File: config.mk
export PLATFORM = sky130hd
export DESIGN_NAME = comparator_arbiter
export DESIGN_NICKNAME = d
export VERILOG_FILES = /design/src/rtl/comparator_arbiter.sv
export SDC_FILE = /design/constraint.sdc
export NUM_CORES = 1
export LEC_CHECK = 0
export ABC_AREA = 1
export BUFFER_PORTS_ARGS = -buffer_cell sky130_fd_sc_hd__clkbuf_2
export CAP_MARGIN = 20
export CORE_AREA = 3 3 76 78
export DETAILED_ROUTE_END_ITERATION = 16
export DIE_AREA = 0 0 79 81
export GPL_ROUTABILITY_DRIVEN = 0
export HOLD_SLACK_MARGIN = 0.08
export PLACE_DENSITY = 0.82
export SYNTH_ARGS = -nofsm -noshare
export SYNTH_HDL_FRONTEND = slang
export SYNTH_SLANG_ARGS = --single-unit
File: constraint.sdc
create_clock -name clk -period 5.5 [get_ports clk]
set_clock_uncertainty 0.1 [all_clocks]
set_input_delay 1.1 -clock clk [delete_from_list [all_inputs] [get_ports clk]]
set_output_delay 1.1 -clock clk [all_outputs]
set_load 0.01 [all_outputs]
File: src/rtl/comparator_arbiter.sv
// Round-robin arbiter that shares one unsigned 8-bit comparator between NUM_REQ
// requesters and returns tagged less/equal/greater results on one response channel.

module eight_bit_comparator (
  input  logic [7:0] a,
  input  logic [7:0] b,
  output logic       less,
  output logic       equal,
  output logic       greater
);
  assign less    = (a < b);
  assign equal   = (a == b);
  assign greater = (a > b);
endmodule

module comparator_arbiter #(
  parameter int NUM_REQ = 4,
  parameter int ID_W    = $clog2(NUM_REQ)
) (
  input  logic                 clk,
  input  logic                 reset,
  input  logic [NUM_REQ-1:0]   req_valid,
  output logic [NUM_REQ-1:0]   req_ready,
  input  logic [NUM_REQ*8-1:0] req_a,
  input  logic [NUM_REQ*8-1:0] req_b,
  output logic                 rsp_valid,
  input  logic                 rsp_ready,
  output logic [ID_W-1:0]      rsp_id,
  output logic                 rsp_less,
  output logic                 rsp_equal,
  output logic                 rsp_greater,
  output logic                 busy
);

  typedef enum logic [1:0] {IDLE, CMP, RESP} state_t;

  state_t          state_reg, state_next;
  logic [ID_W-1:0] rr_ptr_reg, rr_ptr_next;
  logic [ID_W-1:0] cur_id_reg, cur_id_next;
  logic [ID_W-1:0] rsp_id_reg, rsp_id_next;
  logic [7:0]      op_a_reg, op_a_next;
  logic [7:0]      op_b_reg, op_b_next;
  logic            rsp_valid_reg, rsp_valid_next;
  logic            rsp_less_reg, rsp_less_next;
  logic            rsp_equal_reg, rsp_equal_next;
  logic            rsp_greater_reg, rsp_greater_next;

  logic [7:0]      a_arr [NUM_REQ];
  logic [7:0]      b_arr [NUM_REQ];
  logic            win_found;
  logic [ID_W-1:0] win_id;
  logic [ID_W:0]   scan_idx;
  logic            cmp_less, cmp_equal, cmp_greater;

  genvar gi;
  generate
    for (gi = 0; gi < NUM_REQ; gi++) begin : g_unpack
      assign a_arr[gi] = req_a[8*gi +: 8];
      assign b_arr[gi] = req_b[8*gi +: 8];
    end
  endgenerate

  eight_bit_comparator u_cmp (
    .a       (op_a_reg),
    .b       (op_b_reg),
    .less    (cmp_less),
    .equal   (cmp_equal),
    .greater (cmp_greater)
  );

  // Scan from rr_ptr in modular order; the first asserted valid wins.
  always_comb begin
    win_found = 1'b0;
    win_id    = '0;
    scan_idx  = '0;
    for (int k = 0; k < NUM_REQ; k++) begin
      scan_idx = {1'b0, rr_ptr_reg} + (ID_W+1)'(k);
      if (scan_idx >= (ID_W+1)'(NUM_REQ))
        scan_idx = scan_idx - (ID_W+1)'(NUM_REQ);
      if (!win_found && req_valid[scan_idx[ID_W-1:0]]) begin
        win_found = 1'b1;
        win_id    = scan_idx[ID_W-1:0];
      end
    end
  end

  always_comb begin
    req_ready = '0;
    if (state_reg == IDLE && win_found && !reset)
      req_ready[win_id] = 1'b1;
  end

  always_comb begin
    state_next       = state_reg;
    rr_ptr_next      = rr_ptr_reg;
    cur_id_next      = cur_id_reg;
    op_a_next        = op_a_reg;
    op_b_next        = op_b_reg;
    rsp_valid_next   = rsp_valid_reg;
    rsp_id_next      = rsp_id_reg;
    rsp_less_next    = rsp_less_reg;
    rsp_equal_next   = rsp_equal_reg;
    rsp_greater_next = rsp_greater_reg;
    case (state_reg)
      IDLE: begin
        if (win_found) begin
          op_a_next   = a_arr[win_id];
          op_b_next   = b_arr[win_id];
          cur_id_next = win_id;
          rr_ptr_next = (win_id == ID_W'(NUM_REQ-1)) ? '0 : win_id + 1'b1;
          state_next  = CMP;
        end
      end
      CMP: begin
        rsp_less_next    = cmp_less;
        rsp_equal_next   = cmp_equal;
        rsp_greater_next = cmp_greater;
        rsp_id_next      = cur_id_reg;
        rsp_valid_next   = 1'b1;
        state_next       = RESP;
      end
      RESP: begin
        // Response fields are left untouched so they hold until accepted.
        if (rsp_ready) begin
          rsp_valid_next = 1'b0;
          state_next     = IDLE;
        end
      end
      default: state_next = IDLE;
    endcase
  end

  always_ff @(posedge clk or posedge reset) begin
    if (reset) begin
      state_reg       <= IDLE;
      rr_ptr_reg      <= '0;
      cur_id_reg      <= '0;
      op_a_reg        <= '0;
      op_b_reg        <= '0;
      rsp_valid_reg   <= 1'b0;
      rsp_id_reg      <= '0;
      rsp_less_reg    <= 1'b0;
      rsp_equal_reg   <= 1'b0;
      rsp_greater_reg <= 1'b0;
    end else begin
      state_reg       <= state_next;
      rr_ptr_reg      <= rr_ptr_next;
      cur_id_reg      <= cur_id_next;
      op_a_reg        <= op_a_next;
      op_b_reg        <= op_b_next;
      rsp_valid_reg   <= rsp_valid_next;
      rsp_id_reg      <= rsp_id_next;
      rsp_less_reg    <= rsp_less_next;
      rsp_equal_reg   <= rsp_equal_next;
      rsp_greater_reg <= rsp_greater_next;
    end
  end

  assign rsp_valid   = rsp_valid_reg;
  assign rsp_id      = rsp_id_reg;
  assign rsp_less    = rsp_less_reg;
  assign rsp_equal   = rsp_equal_reg;
  assign rsp_greater = rsp_greater_reg;
  assign busy        = (state_reg != IDLE);

endmodule

### Word-level counts from Yosys, hierarchy flattened

Cells that the tools add are included.
W data, S select, Z words.

| word-level totals | value |
|---|---|
| bits in registers | 28 |
| bits in latches | 0 |
| memory bits (writable) | 0 |
| bits in read-only memories | 0 |
| bits of input ports | 71 |
| output and inout bits | 11 |
| word-level logic and storage cells | 89 |
| memories | 0 |

| cells by class | value |
|---|---|
| add/subtract/negate cells | 8 |
| $mul | 0 |
| divide/modulo/power cells | 0 |
| $lt $le $gt $ge | 13 |
| eq/ne operators | 6 |
| shift-type cells | 0 |
| multiplexer cells | 35 |
| bitwise gates (word level) | 1 |
| reduce and logical (&&, ||, !) cells | 16 |

Operator list:

| cell | number |
|---|---|
| $bmux W8 S2 | 2 |
| $mux W8 | 4 |
| $mux W2 | 11 |
| $lt A2 B3 Y1 const B | 5 |
| $ge A3 B3 Y1 const B | 4 |
| $mux W1 | 10 |
| $bmux W1 S2 | 4 |
| $eq A8 B8 Y1 | 1 |
| $gt A8 B8 Y1 | 1 |
| $lt A8 B8 Y1 | 1 |
| $sub A2 B1 Y2 const B | 4 |
| $add A2 B2 Y3 const B | 2 |
| $logic_and A1 B1 Y1 | 6 |
| $pmux W2 S3 | 1 |
| $reduce_and A2 Y1 | 3 |
| $eq A2 B2 Y1 const B | 2 |
| $logic_not A1 Y1 | 4 |
| $mux W4 | 1 |
| $ne A2 B2 Y1 const B | 2 |
| $reduce_bool A2 Y1 | 2 |
| $add A2 B1 Y3 const B | 1 |
| $ge A2 B3 Y1 const B | 1 |
| $not A2 Y3 | 1 |
| $add A2 B1 Y2 const B | 1 |
| other kinds (5) | 5 |

### Logic depth before layout (Yosys ltp)

Gate-level depths: netlist of run 1.

| logic depth | value |
|---|---|
| word-level depth | 19 |
| depth in mapped cells | 16 |
| depth with buffers taken out | 14 |

### By module

Synthesis of run 1 repeated with hierarchy kept, for this count alone.

| second synthesis, totals | value |
|---|---|
| cell total of the unflattened synthesis | 380 |
| area total of the unflattened synthesis | 2,346.0 um^2 |

Modules (own cells, without submodules):

| module | times used | cells each | area an instance (um^2) | seq. area each (um^2) |
|---|---|---|---|---|
| comparator_arbiter | 1 | 342 | 2,102.0 | 700.7 |
| eight_bit_comparator | 1 | 38 | 244.0 | 0.0 |

### Worst setup path before layout of run 1

Ideal clock, no wire load.

| timing | value |
|---|---|
| path type | input-to-output |
| start | in req_valid[1] |
| end | out req_ready[3] |
| arrival | 2.341 ns |
| required time | 4.300 ns |
| slack | 1.959 ns |
| cell stages on the path | 13 |
| buffers on the path | 1 |
| cells stage by stage | inv_1 -> nand2_1 -> nand3_1 -> nand2_2 -> inv_1 -> nand2_1 -> nand2_2 -> nand3_4 -> buf_6 -> inv_2 -> ha_1 -> inv_1 -> nor2_1 |

| between the ends | value |
|---|---|
| longest elaborated chain between the ends | 17 |
| elaborated cells on any way between the ends | 30 |
| those cells by class | order compare (2); mux (19); reduce/logical (9) |

Ends and longest elaborated chain:

| what | line | source |
|---|---|---|
| from (decl) | 22 | `input logic [NUM_REQ-1:0] req_valid,` |
| $bmux W1 S2 | 80 | `if (!win_found && req_valid[scan_idx[ID_W-1:0]]) begin` |
| $mux W1 (implied by the code) | 80 |  |
| $mux W1 | 80 |  |
| $logic_not A1 Y1 | 80 |  |
| $logic_and A1 B1 Y1 | 80 |  |
| $mux W1 | 80 |  |
| $logic_not A1 Y1 | 80 |  |
| $logic_and A1 B1 Y1 | 80 |  |
| $mux W1 | 80 |  |
| $logic_not A1 Y1 | 80 |  |
| $logic_and A1 B1 Y1 | 80 |  |
| $mux W2 | 80 |  |
| $lt A2 B3 Y1 (implied by the code) / $ge A2 B1 Y1 (equally long branches) | 90 | `req_ready[win_id] = 1'b1;` |
| $logic_and A1 B1 Y1 (implied by the code) | 90 |  |
| $mux W1 (implied by the code) | 90 |  |
| $demux W1 S2 | 90 |  |
| $mux W4 * | 89 | `if (state_reg == IDLE && win_found && !reset)` |
| to (decl) | 23 | `output logic [NUM_REQ-1:0] req_ready,` |

Mark *: on every way between the ends. The rest lies on a longest branch, timed or not. The select of a mux whose other input is x is not followed.

### Worst setup path after layout of run 1

Ends and elaborated chain as after synthesis.

==> flow_metrics.py, run 1 <==
metrics = {
    "floorplanning": {
        "chipHeight_um": 81,
        "coreArea_sq_um": 5140,
        "die_w_um": 79,
        "rows": 26,
        "pin_count": 82,
        "start_util_pct": 43.8,
        "die-area_sq_um": 6400,
    },
    "power": {
        "power_frac_comb_pct": 73.7,
        "cellLeakagePower_uw": 0.00151,
        "internal_power_uw": 842,
        "switching_share_pct": 55.9,
        "clockPowerShare_pct": 5.8,
        "p_switching_uw": 1070,
        "power_density_nw_per_um2": 714,
        "max-vdd-ir-drop_mv": 0.548,
        "seq_power_share_pct": 20.5,
    },
    "setup_path": {
        "slowest_stage": "nand3_4",
        "r2r_slack_ns": 2.55,
        "critical_path_required_ns": 4.30,
        "critical_path_class": "input pin to output port",
        "startpoint_type": "input pin",
        "max_stage_delay_ns": 0.58,
        "cp_common_cell": "inv_1",
        "cp_data_arrival_time_ns": 3.32,
        "path_cells": "clkbuf_2 -> inv_1 -> nand2_1 -> nand3_1 -> nand2_2 -> inv_1 -> nand3_2 -> nand3_4 -> inv_2 -> ha_1 -> inv_1 -> nor2_1 -> clkbuf_2",
        "crit_path_end_kind": "output port",
        "cp_max_fo": 35,
    },
    "clocking": {
        "cts_tree": "built",
        "hold_buffers": 0,
        "clkLatencyLatePin_ns": 0.27,
        "cts_setup_buffers": 0,
        "htree_num_levels": 1,
        "post_cts_resized": 0,
        "cts-buffers-inserted": 3,
        "clk_pin_slew_ns": 0.09,
        "clk_path_buf_depth": 2,
        "cts_root_buf": "clkbuf_8",
        "numClockSinks": 28,
    },
    "layout": {
        "final_core_util_pct": 52.1,
        "diodes": 0,
        "layout-drive-gt1-share_pct": 28.1,
        "fill_cells": 538,
        "syn_to_final_growth_pct": 18.8,
        "fin_nets": 475,
    },
    "logic_synthesis": {
        "ys_types": 23,
        "syn-mean-instance-area_sq_um": 6.95,
        "ys_ff_latch": 28,
        "synth_warnings": 0,
        "syn_inst": 324,
        "ys_seq_area_share_pct": 31.1,
        "syn_area_sq_um": 2250,
        "syn_nets": 405,
    },
    "detailed_routing": {
        "drt-initial-drc-count": 207,
        "drt_pass1_iterations": 4,
        "drtAntennaViolNets": 0,
        "num_vias": 2369,
        "avgViaCountPerCell": 5.13,
        "remaining_drc_errors": 0,
        "postRouteWirelength_um": 5780,
        "drt-wirelength-per-cell_um": 12.5,
    },
    "timing": {
        "post-route-min-period_ns": 4.52,
        "worst_slew_pin_slew_ns": 0.664,
        "hold_violations": 0,
        "setup_ws_ns": 0.980,
        "setup_viol": 0,
        "tns_ns": 0,
        "rsz0062_at_grt": "false",
        "post-route-period-util_pct": 82.2,
        "slew_viol_final": 0,
        "clock.fmax_mhz": 221,
        "relSlewSlack_pct": 55.7,
    },
    "placement": {
        "dp_hpwl_um": 4400,
        "dp_slack_ns": 0.996,
        "numPortBuffers": 81,
    },
    "run": {
        "drv_cap": 0,
    },
    "global_route": {
        "grt_max_degree": 36,
        "antenna_found_initial": 0,
        "globalRouteOverflowTotal": 0,
        "grt_pass1_vias": 2190,
        "track_usage_pct": 18.3,
        "grt_pass1_wl_um": 9650,
    },
    "min_path": {
        "hold_path_class": "register to register",
    },
    "run_status": {
        "status": "finished clean",
    },
}
[power by group through the flow]
stage	Combinational [uW]	Sequential, uW	Clock (uW)
2_1_floorplan	1240	377	0
3_3_place_gp	1370	389	0
3_5_place_dp	1410	393	0
4_1_cts	1420	390	112
5_1_grt	1620	402	118
6_report	1410	391	111
[cells by family (layout without fill, tap and decap cells)]
| group | Yosys count | in the layout | synth area share (%) |
|---|---|---|---|
| buffers and inverters | 50 | 118 | 11.4 |
| AOI/OAI and AO/OA | 15 | 15 | 3.94 |
| adders and majority gates | 10 | 10 | 5.56 |
| and+or+nand+nor | 221 | 221 | 48.0 |
| DFF | 28 | 28 | 31.1 |
[cells in the mapped netlist]
cell type / count / area (sq um)
buf_2: 13 / 65.1
buf_6: 6 / 67.6
nand3_4: 2 / 35.0
inv_6: 1 / 8.76
inv_1: 26 / 97.6
nand4_1: 33 / 206
ha_1: 10 / 125
o211ai_1: 1 / 7.51
inv_4: 1 / 6.26
o21ai_1: 3 / 15.0
nor2_4: 1 / 11.3
nand3_1: 50 / 250
nand2_2: 5 / 31.3
nor2_1: 10 / 37.5
inv_2: 3 / 11.3
dfrtp_1: 28 / 701
nor3_1: 2 / 10.0
nand3_2: 9 / 90.1
o21ai_0: 6 / 30.0
a22o_1: 1 / 8.76
a21oi_1: 3 / 15.0
nand2_1: 109 / 409
a31oi_2: 1 / 12.5
[metal layers]
metal	global-route usage (%)	up-vias	share of wire, %
li1	-	1224	-
met1	25.2	1058	46
met2	31.2	81	47
met3	2.44	6	6.5
met4	2.75	0	0.62
met5	0	-	0
[final timing paths]
| path | startpoint | to | cells past startpoint |
|---|---|---|---|
| min | rsp_less | rsp_less | 2 |
| min reg2reg | rsp_less | rsp_less | 2 |
| max | req_valid[1] | req_ready[3] | 13 |
| max in group asynchronous | reset | rr_ptr_reg[0] | 3 |
| min in group asynchronous | reset | rsp_id[0] | 3 |
| max reg2reg | rr_ptr_reg[0] | rr_ptr_reg[1] | 12 |
[worst max-delay path: cells and delay by family]
family / cells / cell delay [ns]
buf+inv: 6 / 0.55
fa+ha+maj: 1 / 0.21
simple gates: 6 / 1.45
[stage by stage]
| step | total power (uW) | hold WS, ns | area, sq um | cells |
|---|---|---|---|---|
| 2_1_floorplan | 1610 | 0.349 | 2250 | 324 |
| 3_3_place_gp | 1760 | 0.357 | 2640 | 459 |
| 3_5_place_dp | 1800 | 0.371 | 2640 | 459 |
| 4_1_cts | 1920 | 0.394 | 2680 | 462 |
| 5_1_grt | 2140 | 0.412 | 2680 | 462 |
| 6_report | 1910 | 0.391 | 2680 | 462 |
[layout make-up]
class | instances | area [sq um] | area share, %
clock buffer | 3 | 41.3 | 1.54
inverter | 31 | 124 | 4.63
multi-input combinational | 246 | 1290 | 48.4
sequential | 28 | 701 | 26.2
tap | 70 | 87.6 | 3.27
timing repair buffer | 84 | 428 | 16.0
[layout by cell type (no fill, tap or decap), drive strengths merged]
| cell | count |
|---|---|
| buf | 3 |
| dfrtp | 28 |
| clkbuf | 84 |
| inv | 31 |
| nand4 | 33 |
| o21ai | 9 |
| nor2 | 11 |
| a31oi | 1 |
| nor3 | 2 |
| ha | 10 |
| nand3 | 61 |
| o211ai | 1 |
| a21oi | 3 |
| nand2 | 114 |
| a22o | 1 |
Power figures use the tool's default switching activity.
==> run 2: changes to the inputs <==
ABC_AREA = 0   (was 1)
CORE_AREA = 3 3 72 74   (was 3 3 76 78)
DIE_AREA = 0 0 75 77   (was 0 0 79 81)
PLACE_DENSITY = 0.85   (was 0.82)
clock period = 3.8 ns   (was 5.5 ns; I/O delays follow)
==> run 2 against run 1 <==
  * Critical path depth decreased by 6
  * Power decreased by 11%
  * Synthesized area decreased by 13%
  * Sequential cell count unchanged
  * Worst setup slack got worse by 0.12 ns
  * Hold slack got worse by 0.0079 ns
  * Synthesized cell count decreased by 37%
  * Clock power increased by 39%
  * First-iteration DRC count decreased by 36%
  * Largest cell class unchanged
==> flow_metrics.py, run 2 <==
metrics = {
    "logic_synthesis": {
        "syn_nets": 286,
        "syn_area_sq_um": 1950,
        "postSynth.asyncResetShare_pct": 100,
        "synthFlopType": "dfrtp_1",
        "post-synth-top-count-cell": "dfrtp_1",
        "syn-mean-instance-area_sq_um": 9.52,
        "synthTopCellsByArea": "dfrtp_1 36%, a221o_1 8.2%, ha_1 6.4%",
        "ys_ff_latch": 28,
        "synth_warnings": 0,
        "ys_types": 37,
        "synth_common_cells": "28 x dfrtp_1, 20 x a21oi_1, 19 x o21ai_0",
        "synth_top_cell_by_area": "dfrtp_1",
        "synth_edf_count": 0,
        "ys_seq_area_share_pct": 35.9,
        "syn_inst": 205,
        "synth.top_cell.area_share_pct": 35.9,
    },
    "global_route": {
        "grt_pass1_vias": 1792,
        "antenna_found_initial": 0,
        "globalRouteOverflowTotal": 0,
        "grt_pass1_wl_um": 8050,
        "track_usage_pct": 17.7,
        "grt_max_degree": 31,
    },
    "timing": {
        "worst_slew_pin_slew_ns": 0.779,
        "setup_viol": 0,
        "post-route-min-period_ns": 2.94,
        "hold_violations": 0,
        "tns_ns": 0,
        "setup_ws_ns": 0.865,
        "rsz0062_at_grt": "false",
        "clock.fmax_mhz": 341,
        "slew_viol_final": 0,
        "post-route-period-util_pct": 77.2,
        "relSlewSlack_pct": 48.1,
    },
    "floorplanning": {
        "chipHeight_um": 77,
        "die_w_um": 75,
        "pin_count": 82,
        "start_util_pct": 41.9,
        "die-area_sq_um": 5780,
        "coreArea_sq_um": 4660,
        "rows": 25,
    },
    "setup_path": {
        "critical_path_required_ns": 2.94,
        "crit_buf_inv": 2,
        "critical_path_class": "input pin to output port",
        "r2r_slack_ns": 1.26,
        "critPathTopFamily": "simple AND/OR/NAND/NOR gates",
        "startpoint_type": "input pin",
        "cp_common_cell": "clkbuf_2",
        "slowest_stage": "mux2i_1",
        "cp_data_arrival_time_ns": 2.08,
        "path_cells": "clkbuf_2 -> mux2i_1 -> o22ai_4 -> nor2_4 -> ha_1 -> and3_1 -> clkbuf_2",
        "r2r_cells": 6,
        "cp-startpoint": "req_valid[0]",
        "max_stage_delay_ns": 0.30,
        "crit_path_end_kind": "output port",
        "timing.rr.end": "op_b_reg[3]",
        "rr_startpoint": "rr_ptr_reg[1]",
        "cp_max_fo": 19,
        "path_depth": 7,
        "endpoint": "req_ready[3]",
    },
    "detailed_routing": {
        "remaining_drc_errors": 0,
        "drt-initial-drc-count": 132,
        "avgViaCountPerCell": 5.47,
        "drt_pass1_iterations": 4,
        "num_vias": 1832,
        "drtAntennaViolNets": 0,
        "postRouteWirelength_um": 5030,
        "drt-wirelength-per-cell_um": 15.0,
    },
    "layout": {
        "final_core_util_pct": 52.1,
        "layout_commonest_cell": "clkbuf_2",
        "layout-drive-gt1-share_pct": 39.1,
        "register_area_sq_um": 701,
        "fill_cells": 423,
        "final_cell_mix": "81 x clkbuf_2, 28 x dfrtp_1, 20 x a21oi_1",
        "syn_to_final_growth_pct": 24.5,
        "fin_nets": 364,
        "fin_area_sq_um": 2430,
        "multi_input_area_sq_um": 1130,
        "diodes": 0,
    },
    "placement": {
        "placed_area_sq_um": 2390,
        "dp_hpwl_um": 4080,
        "numPortBuffers": 81,
        "dp_slack_ns": 0.864,
    },
    "clocking": {
        "hold_buffers": 0,
        "clk_path_buf_depth": 2,
        "cts_tree": "built",
        "cts-buffers-inserted": 3,
        "cts_root_buf": "clkbuf_8",
        "cts_setup_buffers": 0,
        "clkLatencyLatePin_ns": 0.27,
        "numClockSinks": 28,
        "clk_pin_slew_ns": 0.09,
        "htree_num_levels": 1,
        "post_cts_resized": 0,
    },
    "power": {
        "clockPowerShare_pct": 9.1,
        "p_switching_uw": 721,
        "switching_share_pct": 42.3,
        "max-vdd-ir-drop_mv": 0.254,
        "internal_power_uw": 982,
        "power.total_uw": 1700,
        "seq_power_share_pct": 32.0,
        "cellLeakagePower_uw": 0.00122,
        "power_frac_comb_pct": 58.9,
        "power_density_nw_per_um2": 701,
    },
    "run_status": {
        "status": "finished clean",
    },
    "run": {
        "drv_cap": 0,
    },
    "min_path": {
        "hold_path_class": "register to register",
    },
}
-- run 2: layer usage --
layer	track usage, %	up-vias	wire length [um]
met5	0	-	0
met4	8.01	0	110
met3	1.97	10	302
met2	26.8	69	2360
met1	25.0	832	2260
li1	-	921	-
-- run 2: cells by family (layout without fill, tap and decap cells) --
group	Yosys count	after routing	share of synthesized area (%)
AO/OA/AOI/OAI	70	70	25.9
AND/OR/NAND/NOR	54	54	14.0
flip-flops	28	28	35.9
buffers and inverters	25	101	5.90
multiplexers	18	18	11.9
adder cells (fa/ha/maj)	10	10	6.41
-- run 2: worst register-to-register path: stages (launching register included) --
cell,delay (ns)
dfrtp_1,0.49
mux2i_1,0.39
o22ai_4,0.24
nor2_4,0.20
buf_4,0.30
mux2_2,0.40
a221o_1,0.32
-- run 2: power by group through the flow --
stage	Combinational [uW]	Clock, uW	Sequential [uW]
final	1000	154	545
after floorplan	778	0	523
after global routing	1120	170	565
after detailed placement	999	0	549
after CTS	1010	159	544
after global placement	956	0	546
-- run 2: worst min path at each step --
stage                  start         to  slack [ns]  cells past startpoint
6_report           rsp_id[0]  rsp_id[0]        0.38                      2
5_1_grt            rsp_id[0]  rsp_id[0]        0.41                      2
4_1_cts        cur_id_reg[1]  rsp_id[1]        0.39                      2
3_5_place_dp   cur_id_reg[1]  rsp_id[1]        0.37                      2
3_3_place_gp       rsp_id[0]  rsp_id[0]        0.36                      2
2_1_floorplan  cur_id_reg[0]  rsp_id[0]        0.34                      2
-- run 2: area by class of cell --
class	instances	share of cell area, %
multi-input combinational	152	46.7
sequential	28	28.9
timing repair buffer	85	17.9
tap	54	2.78
inverter	13	2.01
clock buffer	3	1.70
-- run 2: through the flow --
step	hold slack (ns)	std cells
3_5_place_dp	0.366	332
5_1_grt	0.407	335
3_3_place_gp	0.361	332
6_report	0.383	335
2_1_floorplan	0.339	205
4_1_cts	0.387	335
==> run 3: changes to the inputs <==
ABC_AREA = 1   (was 0)
CORE_AREA = 3 3 76 78   (was 3 3 72 74)
DIE_AREA = 0 0 79 81   (was 0 0 75 77)
PLACE_DENSITY = 0.84   (was 0.85)
clock period = 2.7 ns   (was 3.8 ns; I/O delays follow)
==> run 3 against run 2 <==
  * The run now ends with negative setup slack left
  * Final cell count is 42% higher
  * Utilization is 5.1 points higher
  * Clock power is 73% higher
  * Worst setup slack worse by 0.87 ns
  * Sequential power increased by 47%
  * Critical endpoint is now req_ready[0]
==> flow_metrics.py, run 3 (synthesized netlist as in run 1, its figures left out) <==
metrics = {
    "run_status": {
        "status": "finished with violations",
        "violations": "negative setup slack",
    },
    "layout": {
        "fin_nets": 489,
        "final_core_util_pct": 57.2,
        "final_cell_mix": "95 x nand2_1, 78 x clkbuf_2, 47 x nand3_1",
        "syn_to_final_growth_pct": 30.5,
        "diodes": 0,
        "layout_commonest_cell": "nand2_1",
        "layout-drive-gt1-share_pct": 37.1,
    },
    "setup_path": {
        "cp_data_arrival_time_ns": 2.06,
        "cp_max_fo": 7,
        "crit_path_end_kind": "output port",
        "startpoint_type": "register",
        "critical_path_class": "register to output port",
        "critical_path_required_ns": 2.06,
        "rr_startpoint": "rr_ptr_reg[0]",
        "cp-startpoint": "rr_ptr_reg[0]",
    },
    "floorplanning": {
        "die_w_um": 79,
        "pin_count": 82,
        "rows": 26,
        "coreArea_sq_um": 5140,
        "start_util_pct": 43.8,
        "die-area_sq_um": 6400,
        "chipHeight_um": 81,
    },
    "global_route": {
        "track_usage_pct": 19.3,
        "grt_max_degree": 35,
        "globalRouteOverflowTotal": 0,
        "antenna_found_initial": 0,
        "grt_pass1_wl_um": 10000,
        "grt_pass1_vias": 2313,
    },
    "detailed_routing": {
        "avgViaCountPerCell": 5.32,
        "num_vias": 2537,
        "drt_pass1_iterations": 4,
        "remaining_drc_errors": 0,
        "drt-initial-drc-count": 181,
        "postRouteWirelength_um": 6680,
        "drt-wirelength-per-cell_um": 14.0,
        "drtAntennaViolNets": 0,
    },
    "placement": {
        "numPortBuffers": 81,
        "dp_hpwl_um": 4570,
    },
    "clocking": {
        "numClockSinks": 28,
        "cts_tree": "built",
        "clkLatencyLatePin_ns": 0.28,
        "cts-buffers-inserted": 3,
        "hold_buffers": 0,
        "clk_pin_slew_ns": 0.10,
        "htree_num_levels": 1,
        "cts_root_buf": "clkbuf_8",
        "clk_path_buf_depth": 2,
    },
    "timing": {
        "worst_slew_pin_slew_ns": 0.364,
        "post-route-period-util_pct": 100,
        "clock.fmax_mhz": 370,
        "hold_violations": 0,
        "relSlewSlack_pct": 75.7,
        "setup_ws_ns": -0.00410,
        "setup_viol": 1,
        "rsz0062_at_grt": "true",
        "hold_slack_ns": 0.276,
        "post-route-min-period_ns": 2.70,
        "tns_ns": -0.00410,
        "slew_viol_final": 0,
    },
    "power": {
        "max-vdd-ir-drop_mv": 0.913,
        "cellLeakagePower_uw": 0.00161,
        "switching_share_pct": 55.2,
        "power_frac_comb_pct": 76.6,
        "internal_power_uw": 2040,
        "clockPowerShare_pct": 5.8,
        "p_switching_uw": 2510,
        "power_density_nw_per_um2": 1550,
        "seq_power_share_pct": 17.6,
    },
    "run": {
        "drv_cap": 0,
    },
    "min_path": {
        "hold_path_class": "input pin to async pin",
    },
}
run 3: timing repair:
item	CTS	global route
pin swaps	0	15
gates cloned	0	1
buffers inserted	0	6
resized for setup	1	46
setup endpoints to repair	4	4
run 3: worst max-delay path, cell delays in order (launching register included):
cell	delay (ns)
dfrtp_2	0.50
clkinv_4	0.13
nand2_4	0.08
nand2_4	0.07
nand2_2	0.09
nand2_4	0.07
nor2_4	0.17
nand3_4	0.13
nand3_4	0.10
inv_6	0.05
nor3_1	0.22
clkbuf_2	0.18
run 3: cell type report:
cell class | count | area (sq um)
Clock buffer | 4 | 55.1
Fill cell | 517 | 2200
Inverter | 31 | 131
Multi-Input combinational cell | 246 | 1430
Sequential cell | 28 | 703
Tap cell | 70 | 87.6
Timing Repair Buffer | 97 | 529
Timing Repair inverter | 1 | 6.26
run 3: final timing paths:
| path | end | slack, ns | cells past startpoint |
|---|---|---|---|
| worst max-delay path | req_ready[0] | -0.004 | 11 |
| worst min register to register | rsp_id[1] | 0.38 | 2 |
| min in group clk | rsp_id[1] | 0.38 | 2 |
| worst min-delay path | rsp_id[0] | 0.28 | 3 |
| max in group asynchronous | rr_ptr_reg[1] | 1.93 | 3 |
| worst max register to register | op_a_reg[2] | 0.52 | 13 |
run 3: per-stage QoR:
step | total power, uW | worst slack (ns) | instances | instance area, sq um
3_3_place_gp | 3760 | 0.250 | 466 | 2690
4_1_cts | 4140 | 0.00741 | 470 | 2740
5_1_grt | 5020 | -0.0973 | 477 | 2940
3_5_place_dp | 3860 | 0.200 | 466 | 2690
6_report | 4550 | -0.00410 | 477 | 2940
2_1_floorplan | 3290 | 0.279 | 324 | 2250
run 3: power groups by stage:
stage / sequential, uW / combinational [uW] / clock (uW)
floorplan: 768 / 2520 / 0
global placement: 786 / 2970 / 0
detailed placement: 796 / 3060 / 0
CTS: 791 / 3080 / 263
global route: 820 / 3920 / 277
finish: 799 / 3480 / 266
run 3: metal layers:
layer	routed length, um	GRT usage (%)	vias up
met2	3380	33.7	97
met1	2810	25.3	1172
met4	89	4.98	0
li1	-	-	1252
met5	0	0	-
met3	401	2.33	16
